$ cat src/rtl/mvm_pkg.sv
// Shared types and constants for the pipelined matrix-vector MAC scheduler.
package mvm_pkg;

    typedef enum logic [1:0] {
        IDLE  = 2'd0,
        RUN   = 2'd1,
        DRAIN = 2'd2
    } state_e;

    typedef enum logic {
        HALF_A = 1'b0,
        HALF_B = 1'b1
    } half_e;

    localparam int ST_DONE_A = 0;
    localparam int ST_DONE_B = 1;
    localparam int ST_BUSY   = 2;
    localparam int ST_ACTIVE = 3;

    localparam int DEF_RD_LAT  = 1;
    localparam int DEF_MUL_LAT = 2;
    localparam int DEF_ADD_LAT = 2;
    localparam int PIPE_LAT    = DEF_RD_LAT + DEF_MUL_LAT + DEF_ADD_LAT;

    function automatic int pipe_lat(input int rd_lat, input int mul_lat, input int add_lat);
        return rd_lat + mul_lat + add_lat;
    endfunction

endpackage

$ cat src/rtl/mvm_pingpong_sched_if.sv
// PS control/status registers and BRAM addressing bundle of the MAC scheduler.
interface mvm_pingpong_sched_if #(
    parameter int ADDR_W_SIZE = 16,
    parameter int ADDR_X_SIZE = 12,
    parameter int ADDR_Y_SIZE = 12
);
    logic [31:0]            ps_control;
    logic [31:0]            pl_status;
    logic [ADDR_W_SIZE-1:0] bram_addr_W;
    logic [ADDR_X_SIZE-1:0] bram_addr_x;
    logic [ADDR_Y_SIZE-1:0] bram_addr_y_rd;
    logic [ADDR_Y_SIZE-1:0] bram_addr_y_wr;
    logic [3:0]             bram_we_y;
    logic                   acc_zero;

    modport master (
        input  ps_control,
        output pl_status, bram_addr_W, bram_addr_x, bram_addr_y_rd,
               bram_addr_y_wr, bram_we_y, acc_zero
    );

    modport slave (
        output ps_control,
        input  pl_status, bram_addr_W, bram_addr_x, bram_addr_y_rd,
               bram_addr_y_wr, bram_we_y, acc_zero
    );
endinterface

$ cat src/rtl/mvm_pingpong_sched_delay.sv
// Shift register carrying {valid, row, first} of each issued MAC down the
// read/multiply/add pipeline; stage 0 is the issue cycle itself.
module mvm_delay_line #(
    parameter int DEPTH   = 5,
    parameter int ROW_W   = 3,
    parameter int TAP_RD  = 2,
    parameter int TAP_ACC = 3
) (
    input  logic             clk,
    input  logic             reset_n,
    input  logic             in_valid,
    input  logic [ROW_W-1:0] in_row,
    input  logic             in_first,
    output logic             rd_valid,
    output logic [ROW_W-1:0] rd_row,
    output logic             acc_valid,
    output logic             acc_first,
    output logic             wr_valid,
    output logic [ROW_W-1:0] wr_row,
    output logic             upstream_busy
);
    logic [DEPTH:0]            valid_q, valid_d;
    logic [DEPTH:0]            first_q, first_d;
    logic [DEPTH:0][ROW_W-1:0] row_q, row_d;
    logic                      unused_taps;

    always_comb begin
        valid_d = {valid_q[DEPTH-1:0], in_valid};
        first_d = {first_q[DEPTH-1:0], in_first};
        row_d   = {row_q[DEPTH-1:0], in_row};
    end

    always_ff @(posedge clk or negedge reset_n) begin
        if (!reset_n) begin
            valid_q <= '0;
            first_q <= '0;
            row_q   <= '0;
        end else begin
            valid_q <= valid_d;
            first_q <= first_d;
            row_q   <= row_d;
        end
    end

    assign rd_valid  = valid_q[TAP_RD];
    assign rd_row    = row_q[TAP_RD];
    assign acc_valid = valid_q[TAP_ACC];
    assign acc_first = first_q[TAP_ACC];
    assign wr_valid  = valid_q[DEPTH];
    assign wr_row    = row_q[DEPTH];

    // The final write stage may still be in flight when draining completes.
    assign upstream_busy = |valid_q[DEPTH-1:0];
    assign unused_taps   = ^{first_q, row_q};
endmodule

$ cat src/rtl/mvm_pingpong_sched.sv
// Ping-pong half-buffer arbiter and fully pipelined MAC issue scheduler:
// one W/x read per cycle, y read/zero/write aligned to the fp datapath.
module mvm_pingpong_sched
    import mvm_pkg::*;
#(
    parameter int LENGTH_M    = 128,
    parameter int LENGTH_N    = 128,
    parameter int ADDR_W_SIZE = 16,
    parameter int ADDR_X_SIZE = 12,
    parameter int ADDR_Y_SIZE = 12,
    parameter int RD_LAT      = 1,
    parameter int MUL_LAT     = 2,
    parameter int ADD_LAT     = 2
) (
    input  logic                 clk,
    input  logic                 reset_n,
    mvm_pingpong_sched_if.master bus
);
    // state | meaning
    // IDLE  | arbitrate pending half requests
    // RUN   | issue one MAC per cycle, column-major over the granted half
    // DRAIN | wait for in-flight MACs to retire, then flag done

    localparam int HALF_M = LENGTH_M / 2;
    localparam int PL     = pipe_lat(RD_LAT, MUL_LAT, ADD_LAT);
    localparam int ROW_W  = (LENGTH_M > 1) ? $clog2(LENGTH_M) : 1;
    localparam int I_W    = (HALF_M > 1) ? $clog2(HALF_M) : 1;
    localparam int J_W    = (LENGTH_N > 1) ? $clog2(LENGTH_N) : 1;

    if ((LENGTH_M % 2 != 0) || (HALF_M < RD_LAT + ADD_LAT + 1)) begin : g_hazard
        $error("mvm_pingpong_sched: LENGTH_M must be even and LENGTH_M/2 >= RD_LAT+ADD_LAT+1");
    end

    state_e                 state_q, state_d;
    half_e                  active_q, active_d;
    half_e                  last_q, last_d;
    logic                   busy_q, busy_d;
    logic [1:0]             done_q, done_d;
    logic [I_W-1:0]         i_q, i_d;
    logic [J_W-1:0]         j_q, j_d;
    logic [ADDR_W_SIZE-1:0] addr_w_q, addr_w_d;
    logic [ADDR_X_SIZE-1:0] addr_x_q, addr_x_d;

    logic [1:0]             pend;
    logic [1:0]             done_set;
    logic                   issue;
    logic [ROW_W-1:0]       issue_row;
    logic                   issue_first;
    int                     row_int;

    logic                   dl_rd_valid, dl_acc_valid, dl_acc_first, dl_wr_valid, dl_busy;
    logic [ROW_W-1:0]       dl_rd_row, dl_wr_row;
    logic                   unused_ctrl;

    assign unused_ctrl = ^bus.ps_control[31:2];

    always_ff @(posedge clk or negedge reset_n) begin
        if (!reset_n) begin
            state_q  <= IDLE;
            active_q <= HALF_A;
            last_q   <= HALF_B;
            busy_q   <= 1'b0;
            done_q   <= 2'b00;
            i_q      <= '0;
            j_q      <= '0;
            addr_w_q <= '0;
            addr_x_q <= '0;
        end else begin
            state_q  <= state_d;
            active_q <= active_d;
            last_q   <= last_d;
            busy_q   <= busy_d;
            done_q   <= done_d;
            i_q      <= i_d;
            j_q      <= j_d;
            addr_w_q <= addr_w_d;
            addr_x_q <= addr_x_d;
        end
    end

    always_comb begin
        state_d  = state_q;
        active_d = active_q;
        last_d   = last_q;
        busy_d   = busy_q;
        i_d      = i_q;
        j_d      = j_q;
        done_set = 2'b00;
        pend     = bus.ps_control[1:0] & ~done_q;
        unique case (state_q)
            IDLE: begin
                if (|pend) begin
                    if (&pend) active_d = (last_q == HALF_A) ? HALF_B : HALF_A;
                    else       active_d = pend[0] ? HALF_A : HALF_B;
                    i_d     = '0;
                    j_d     = '0;
                    busy_d  = 1'b1;
                    state_d = RUN;
                end
            end
            RUN: begin
                if (i_q == I_W'(HALF_M - 1)) begin
                    i_d = '0;
                    if (j_q == J_W'(LENGTH_N - 1)) state_d = DRAIN;
                    else                           j_d = j_q + 1'b1;
                end else begin
                    i_d = i_q + 1'b1;
                end
            end
            DRAIN: begin
                if (!dl_busy) begin
                    if (active_q == HALF_A) done_set[0] = 1'b1;
                    else                    done_set[1] = 1'b1;
                    busy_d  = 1'b0;
                    last_d  = active_q;
                    state_d = IDLE;
                end
            end
            default: state_d = IDLE;
        endcase
        // A completing half sets its done bit even if its request dropped this cycle.
        done_d = done_set | (done_q & bus.ps_control[1:0]);
    end

    always_comb begin
        issue       = (state_q == RUN);
        row_int     = int'(i_q) + ((active_q == HALF_B) ? HALF_M : 0);
        issue_row   = ROW_W'(row_int);
        issue_first = issue && (j_q == '0);
        addr_w_d    = issue ? ADDR_W_SIZE'((row_int * LENGTH_N + int'(j_q)) * 4) : '0;
        addr_x_d    = issue ? ADDR_X_SIZE'(int'(j_q) * 4) : '0;

        bus.pl_status            = '0;
        bus.pl_status[ST_DONE_A] = done_q[0];
        bus.pl_status[ST_DONE_B] = done_q[1];
        bus.pl_status[ST_BUSY]   = busy_q;
        bus.pl_status[ST_ACTIVE] = busy_q && (active_q == HALF_B);
    end

    mvm_delay_line #(
        .DEPTH   (PL),
        .ROW_W   (ROW_W),
        .TAP_RD  (MUL_LAT),
        .TAP_ACC (RD_LAT + MUL_LAT)
    ) u_delay (
        .clk           (clk),
        .reset_n       (reset_n),
        .in_valid      (issue),
        .in_row        (issue_row),
        .in_first      (issue_first),
        .rd_valid      (dl_rd_valid),
        .rd_row        (dl_rd_row),
        .acc_valid     (dl_acc_valid),
        .acc_first     (dl_acc_first),
        .wr_valid      (dl_wr_valid),
        .wr_row        (dl_wr_row),
        .upstream_busy (dl_busy)
    );

    assign bus.bram_addr_W    = addr_w_q;
    assign bus.bram_addr_x    = addr_x_q;
    assign bus.bram_addr_y_rd = dl_rd_valid ? ADDR_Y_SIZE'({dl_rd_row, 2'b00}) : '0;
    assign bus.bram_addr_y_wr = dl_wr_valid ? ADDR_Y_SIZE'({dl_wr_row, 2'b00}) : '0;
    assign bus.bram_we_y      = dl_wr_valid ? 4'hf : 4'h0;
    assign bus.acc_zero       = dl_acc_valid && dl_acc_first;
endmodule
$ cat src/flat_wrapper.sv
// flat-port wrapper written by rule: the top's interface ports become plain ports
module mvm_pingpong_sched_flat import mvm_pkg::*;
#(
    parameter int LENGTH_M    = 128,
    parameter int LENGTH_N    = 128,
    parameter int ADDR_W_SIZE = 16,
    parameter int ADDR_X_SIZE = 12,
    parameter int ADDR_Y_SIZE = 12,
    parameter int RD_LAT      = 1,
    parameter int MUL_LAT     = 2,
    parameter int ADD_LAT     = 2
)
  (clk, reset_n, bus_ps_control, bus_pl_status, bus_bram_addr_W, bus_bram_addr_x, bus_bram_addr_y_rd, bus_bram_addr_y_wr, bus_bram_we_y, bus_acc_zero);
  mvm_pingpong_sched_if #(.ADDR_W_SIZE(ADDR_W_SIZE), .ADDR_X_SIZE(ADDR_X_SIZE), .ADDR_Y_SIZE(ADDR_Y_SIZE)) bus_i ();
  input  logic clk;
  input  logic reset_n;
  input wire logic [$bits(bus_i.ps_control)-1:0] bus_ps_control;
  output wire logic [$bits(bus_i.pl_status)-1:0] bus_pl_status;
  output wire logic [$bits(bus_i.bram_addr_W)-1:0] bus_bram_addr_W;
  output wire logic [$bits(bus_i.bram_addr_x)-1:0] bus_bram_addr_x;
  output wire logic [$bits(bus_i.bram_addr_y_rd)-1:0] bus_bram_addr_y_rd;
  output wire logic [$bits(bus_i.bram_addr_y_wr)-1:0] bus_bram_addr_y_wr;
  output wire logic [$bits(bus_i.bram_we_y)-1:0] bus_bram_we_y;
  output wire logic [$bits(bus_i.acc_zero)-1:0] bus_acc_zero;
  assign bus_i.ps_control = bus_ps_control;
  assign bus_pl_status = bus_i.pl_status;
  assign bus_bram_addr_W = bus_i.bram_addr_W;
  assign bus_bram_addr_x = bus_i.bram_addr_x;
  assign bus_bram_addr_y_rd = bus_i.bram_addr_y_rd;
  assign bus_bram_addr_y_wr = bus_i.bram_addr_y_wr;
  assign bus_bram_we_y = bus_i.bram_we_y;
  assign bus_acc_zero = bus_i.acc_zero;
  mvm_pingpong_sched #(.LENGTH_M(LENGTH_M), .LENGTH_N(LENGTH_N), .ADDR_W_SIZE(ADDR_W_SIZE), .ADDR_X_SIZE(ADDR_X_SIZE), .ADDR_Y_SIZE(ADDR_Y_SIZE), .RD_LAT(RD_LAT), .MUL_LAT(MUL_LAT), .ADD_LAT(ADD_LAT)) u_core (.clk(clk), .reset_n(reset_n), .bus(bus_i));
endmodule
$ cat config.mk
export PLATFORM = sky130hd
export DESIGN_NAME = mvm_pingpong_sched_flat
export DESIGN_NICKNAME = d
export VERILOG_FILES = /design/src/rtl/mvm_pkg.sv /design/src/rtl/mvm_pingpong_sched_if.sv /design/src/rtl/mvm_pingpong_sched_delay.sv /design/src/rtl/mvm_pingpong_sched.sv /design/src/flat_wrapper.sv
export SDC_FILE = /design/constraint.sdc
export NUM_CORES = 1
export LEC_CHECK = 0
export CAP_MARGIN = 10
export CORE_MARGIN = 2
export CORE_UTILIZATION = 47
export DETAILED_ROUTE_END_ITERATION = 8
export GPL_TIMING_DRIVEN = 0
export PLACE_DENSITY = 0.87
export REMOVE_ABC_BUFFERS = 1
export SYNTH_ARGS = -nofsm -noshare
export SYNTH_HDL_FRONTEND = slang
export SYNTH_SLANG_ARGS = --single-unit
$ cat constraint.sdc
create_clock -name clk -period 2.55 [get_ports clk]
set_clock_uncertainty 0.15 [all_clocks]
set_input_delay 0.51 -clock clk [delete_from_list [all_inputs] [get_ports clk]]
set_output_delay 0.51 -clock clk [all_outputs]
set_load 0.005 [all_outputs]
Word-level counts from Yosys, hierarchy flattened. Index checks and enable logic that the tools add are counted.

Add/subtract/negate cells: 4. Equal/unequal tests: 9. Multiplexer cells: 28. Bitwise operators: 5. Reductions and logical operators: 16.

Operators by type and width (count): 7-bit two-way mux (4); 9-bit two-way mux (3); 16-bit two-way mux (1); 14-bit by 8-bit adder with 14-bit output (1); 7-bit case mux with 2 select lines (1); 2-bit two-way mux (6); 6-bit two-way mux (2); 6-bit case mux with 2 select lines (1); 2-bit inequality test, second input constant (4); 2-bit AND reduction (4); 4-bit AND reduction (2); 7-bit by 1-bit adder with 7-bit output, second input constant (1); 7-bit adder (1); 7-bit equality test, second input constant (1); 7-bit zero test (1); 1-bit two-way mux (7); 6-bit by 1-bit adder with 6-bit output, second input constant (1); 6-bit equality test, second input constant (1); 2-bit case mux with 3 select lines (1); 5-bit OR reduction (1); 2-bit bitwise AND (2); 4-bit two-way mux (1); 2-bit nonzero test (2); 1-bit logical AND (3); 10 further kinds (10).

Bits in registers: 97. Input port bits: 34.

Logic depth before layout (Yosys ltp).
Depth in word-level cells: 5. Gate-level depth with buffers: 5.

Hierarchy. Synthesis repeated with hierarchy kept, for this count alone.

Cell total of the unflattened synthesis: 278. Area, all modules: 3410.8 µm².

By module, submodules not included: mvm_pingpong_sched (times used 1, cells an instance 216, area an instance 2044.5 µm², seq. area each 852.1 µm²); mvm_delay_line (times used 1, cells an instance 62, area an instance 1366.3 µm², seq. area each 1301.2 µm²).

Least setup slack after synthesis. Ideal clock, no wire load.

Path kind: register to register. Start: register u_core.i_q[0]. End: register u_core.j_q[5]. Setup time: 0.131 ns. Data arrival time: 1.370 ns. Data required time: 2.269 ns. Path slack: 0.899 ns. Stages on the path, launching flop included: 6. Period minus slack after synthesis: 1.651 ns. Path through: dfrtp_1 > ha_1 > nand3_2 > or3_4 > o21ai_2 > a31oi_1.

Longest elaborated chain between the ends: 3.

Ends and longest elaborated chain: from (decl) (RTL line mvm_pingpong_sched.sv:39) `logic [I_W-1:0] i_q, i_d;`; from (signal assigned) (RTL line mvm_pingpong_sched.sv:74) `i_q <= i_d;`; 6-bit equality test (RTL line mvm_pingpong_sched.sv:102) `if (i_q == I_W'(HALF_M - 1)) begin`; 2-bit inequality test (no line); 4-bit AND reduction (no line); to (signal assigned) (RTL line mvm_pingpong_sched.sv:75) `j_q <= j_d;`; to (decl) (RTL line mvm_pingpong_sched.sv:40) `logic [J_W-1:0] j_q, j_d;`.

Every way passes these cells. A chain may end at the register's enable or synchronous reset.

Worst setup path after layout.
Start: register u_core.u_delay.valid_q[2]. End: output port bus_bram_addr_y_rd[3].

Longest elaborated chain between the ends: 1.

Ends and longest elaborated chain: from (decl) (RTL line mvm_pingpong_sched_delay.sv:22) `logic [DEPTH:0] valid_q, valid_d;`; from (signal assigned) (RTL line mvm_pingpong_sched_delay.sv:39) `valid_q <= valid_d;`; 9-bit two-way mux (RTL line mvm_pingpong_sched.sv:162) `assign bus.bram_addr_y_rd = dl_rd_valid ? ADDR_Y_SIZE'({dl_rd_row, 2'b00}) : '0;`; to (decl) (RTL line flat_wrapper.sv:21) `output wire logic [$bits(bus_i.bram_addr_y_rd)-1:0] bus_bram_addr_y_rd;`.

Every way passes these cells.

==> metrics.txt <==
status completed; # resized after CTS 0; CTS buffer count 9; setup ws final 408 ps; CTS H-tree lvls 3; first-pass GRT wire length 8000 microns; Final ANT Viol Nets 0; Final Hold Fails 0; Via density 4.60; RSZ-0062 raised after global routing false; r2r endpoint u_core.j_q[5]; worst skew pair latency 350 ps; # IOs 123; fin crit period 2140 ps; syn avg cell area 12.6 sq um; Syn. warnings 0; Die X-Extent 88.2 microns; Worst Hold Class flip-flop to flip-flop; Final Cycle Share 84.0%; hold path startpoint u_core.u_delay.row_d[7]; critical path data arrival time 1480 ps; HPWL after DPL 3550 microns; Hold WS 200 ps; Post-synth ARST share 100%; layout overhead on the synthesized area 15.9%; cell count of the worst reg-to-reg path 5; WL met1 2030 microns; max cap viols 0; WHS Path Cells 0; Worst slew margin 56.9%; Ant. Diodes 0; # clock sinks 86; Core ar. 0.00683 sq mm; WL per Instance 12.3 microns; GRT Util Overall 14.0%; Final Cell Area 0.00386 sq mm; Primary FF master, synth dfrtp_1; Slew @ Worst Pin 642 ps; power per cell area 583 mW/mm^2; met2 wire len 2480 microns; Max Freq 467 MHz; Post-Syn Area 0.00333 sq mm; DR top layer met4; routability cong. 0.838; #FFs+latches synth 86; CP required 1890 ps; most frequent cells in the layout 85 x dfrtp_1, 46 x clkdlybuf4s50_1, 45 x conb_1; Max FO, Critical Path 9; Worst Setup End Kind primary output; vias in the first global route 1716; global route total overflow 0; count of cell types in the netlist 42; Hold Path Sink u_core.u_delay.row_d[14]; commonest non-fill, non-tap cell in the layout dfrtp_1; largest net degree at the start of global routing 53; Met3 Routed Length 402 microns; CTS tree built; critical path class flip-flop to primary output; LEAKAGE 1.67 nW; r2r setup slk 700 ps; Reg2Reg Launch Point u_core.i_q[0]; Post-CTS Setup Inserts 0; Worst setup startpoint u_core.u_delay.valid_q[2]; CTS root buf clkbuf_8; DR vias 1887; placed cell area 0.00368 sq mm; total power draw 2.25 mW; Peak VDD IR 249 uV; sequential fraction of the synthesis area 64.6%; die height 88.2 microns; Final Util 56.5%; Initial Util 48.8%; dpl ws 284 ps; port bufs 47; Longest Clk Path Bufs 2; row cnt 30; Gate Count Post-Synth 264; DR pass1 iterations 4; EDFF count, synth 0; DR iter-0 viols 91; initial antenna violation count 0; die area 0.00778 sq mm; nets 346; CTS clk-pin slew, worst paths 80 ps; CP startpoint kind flip-flop; layout cells sized above 1 8.60%; DRC Markers 0; Slew Viols, Final 0; Routed WL 5030 microns; Final setup viols 0
[area by class of cell]
cell class | count | area [sq um]
clock buffers | 10 | 128
clock inverters | 6 | 47.5
fillers | 580 | 2970
inverters | 5 | 18.8
multi-input cells | 158 | 890
flip-flops and latches | 86 | 2150
well taps | 96 | 120
repair buffers | 49 | 505
[power breakdown]
group / switching [mW] / leakage (nW) / internal (mW) / total [mW]
clock network: 0.476 / 0.0868 / 0.360 / 0.836
registers: 0 / 0.916 / 1.36 / 1.36
logic: 0.0433 / 0.671 / 0.00986 / 0.0531
[through the flow]
step                      instances  TNS (ps)
after floorplan                 249         0
after global placement          392   -169100
after detailed placement        393         0
after CTS                       410         0
after global routing            410         0
final                           410         0
[worst max path at each step]
stage | end | slack [ps] | cells after the start
2_1_floorplan | u_core.j_q[5] | 900 | 5
4_1_cts | bus_bram_addr_y_wr[5] | 360 | 2
3_3_place_gp | u_core.bus.bram_addr_W[2] | -1980 | 1
6_report | bus_bram_addr_y_rd[3] | 410 | 2
5_1_grt | bus_bram_addr_y_wr[5] | 260 | 2
3_5_place_dp | u_core.j_q[5] | 280 | 5
[cells by family after synthesis]
group | after synthesis | synth area share (%)
AOI/OAI and AO/OA | 26 | 5.37
muxes | 3 | 0.939
buffers and inverters | 64 | 13.6
DFF | 86 | 64.6
xor gates and xnor gates | 1 | 0.263
other | 1 | 0.113
and+or+nand+nor | 80 | 13.9
adders and majority gates | 3 | 1.13
[flip-flops by register name, indices dropped and copies added (netlist names)]
signal / cells
u_core.u_delay.valid_q: 6
u_core.state_q: 2
u_core.u_delay.rd_row: 7
u_core.u_delay.wr_row: 7
u_core.busy_q: 1
u_core.active_q: 1
u_core.u_delay.row_d: 28
u_core.i_q: 6
u_core.bus.bram_addr_W: 14
u_core.last_q: 1
u_core.j_q: 7
u_core.done_q: 2
u_core.u_delay.first_q: 4
[timing repair]
action,CTS,global route
endpoints found under the setup margin,0,0
hold buffers,1,0
hold endpoints to repair,33,0
[routing by layer]
layer | vias to the layer above | track usage, %
met3 | 11 | 4.62
met5 | - | 0
met1 | 935 | 17.4
li1 | 859 | -
met4 | 0 | 8.95
met2 | 82 | 21.1
[critical path, stage by stage (launching register included)]
cell and delay, ps:
dfrtp_1 460, and2_1 180, clkdlybuf4s50_1 500
[cells in the mapped netlist, drive strengths merged, types with 5 or more instances]
library cell  instances  share of area [%]
nand2                15                1.7
buf                  57                 13
nor2                 10                1.1
nand3                10                1.7
inv                   5               0.56
and2                 26                4.9
dfrtp                85                 64
o21ai                10                1.6
Note: power is estimated with default switching activity, not from simulation.
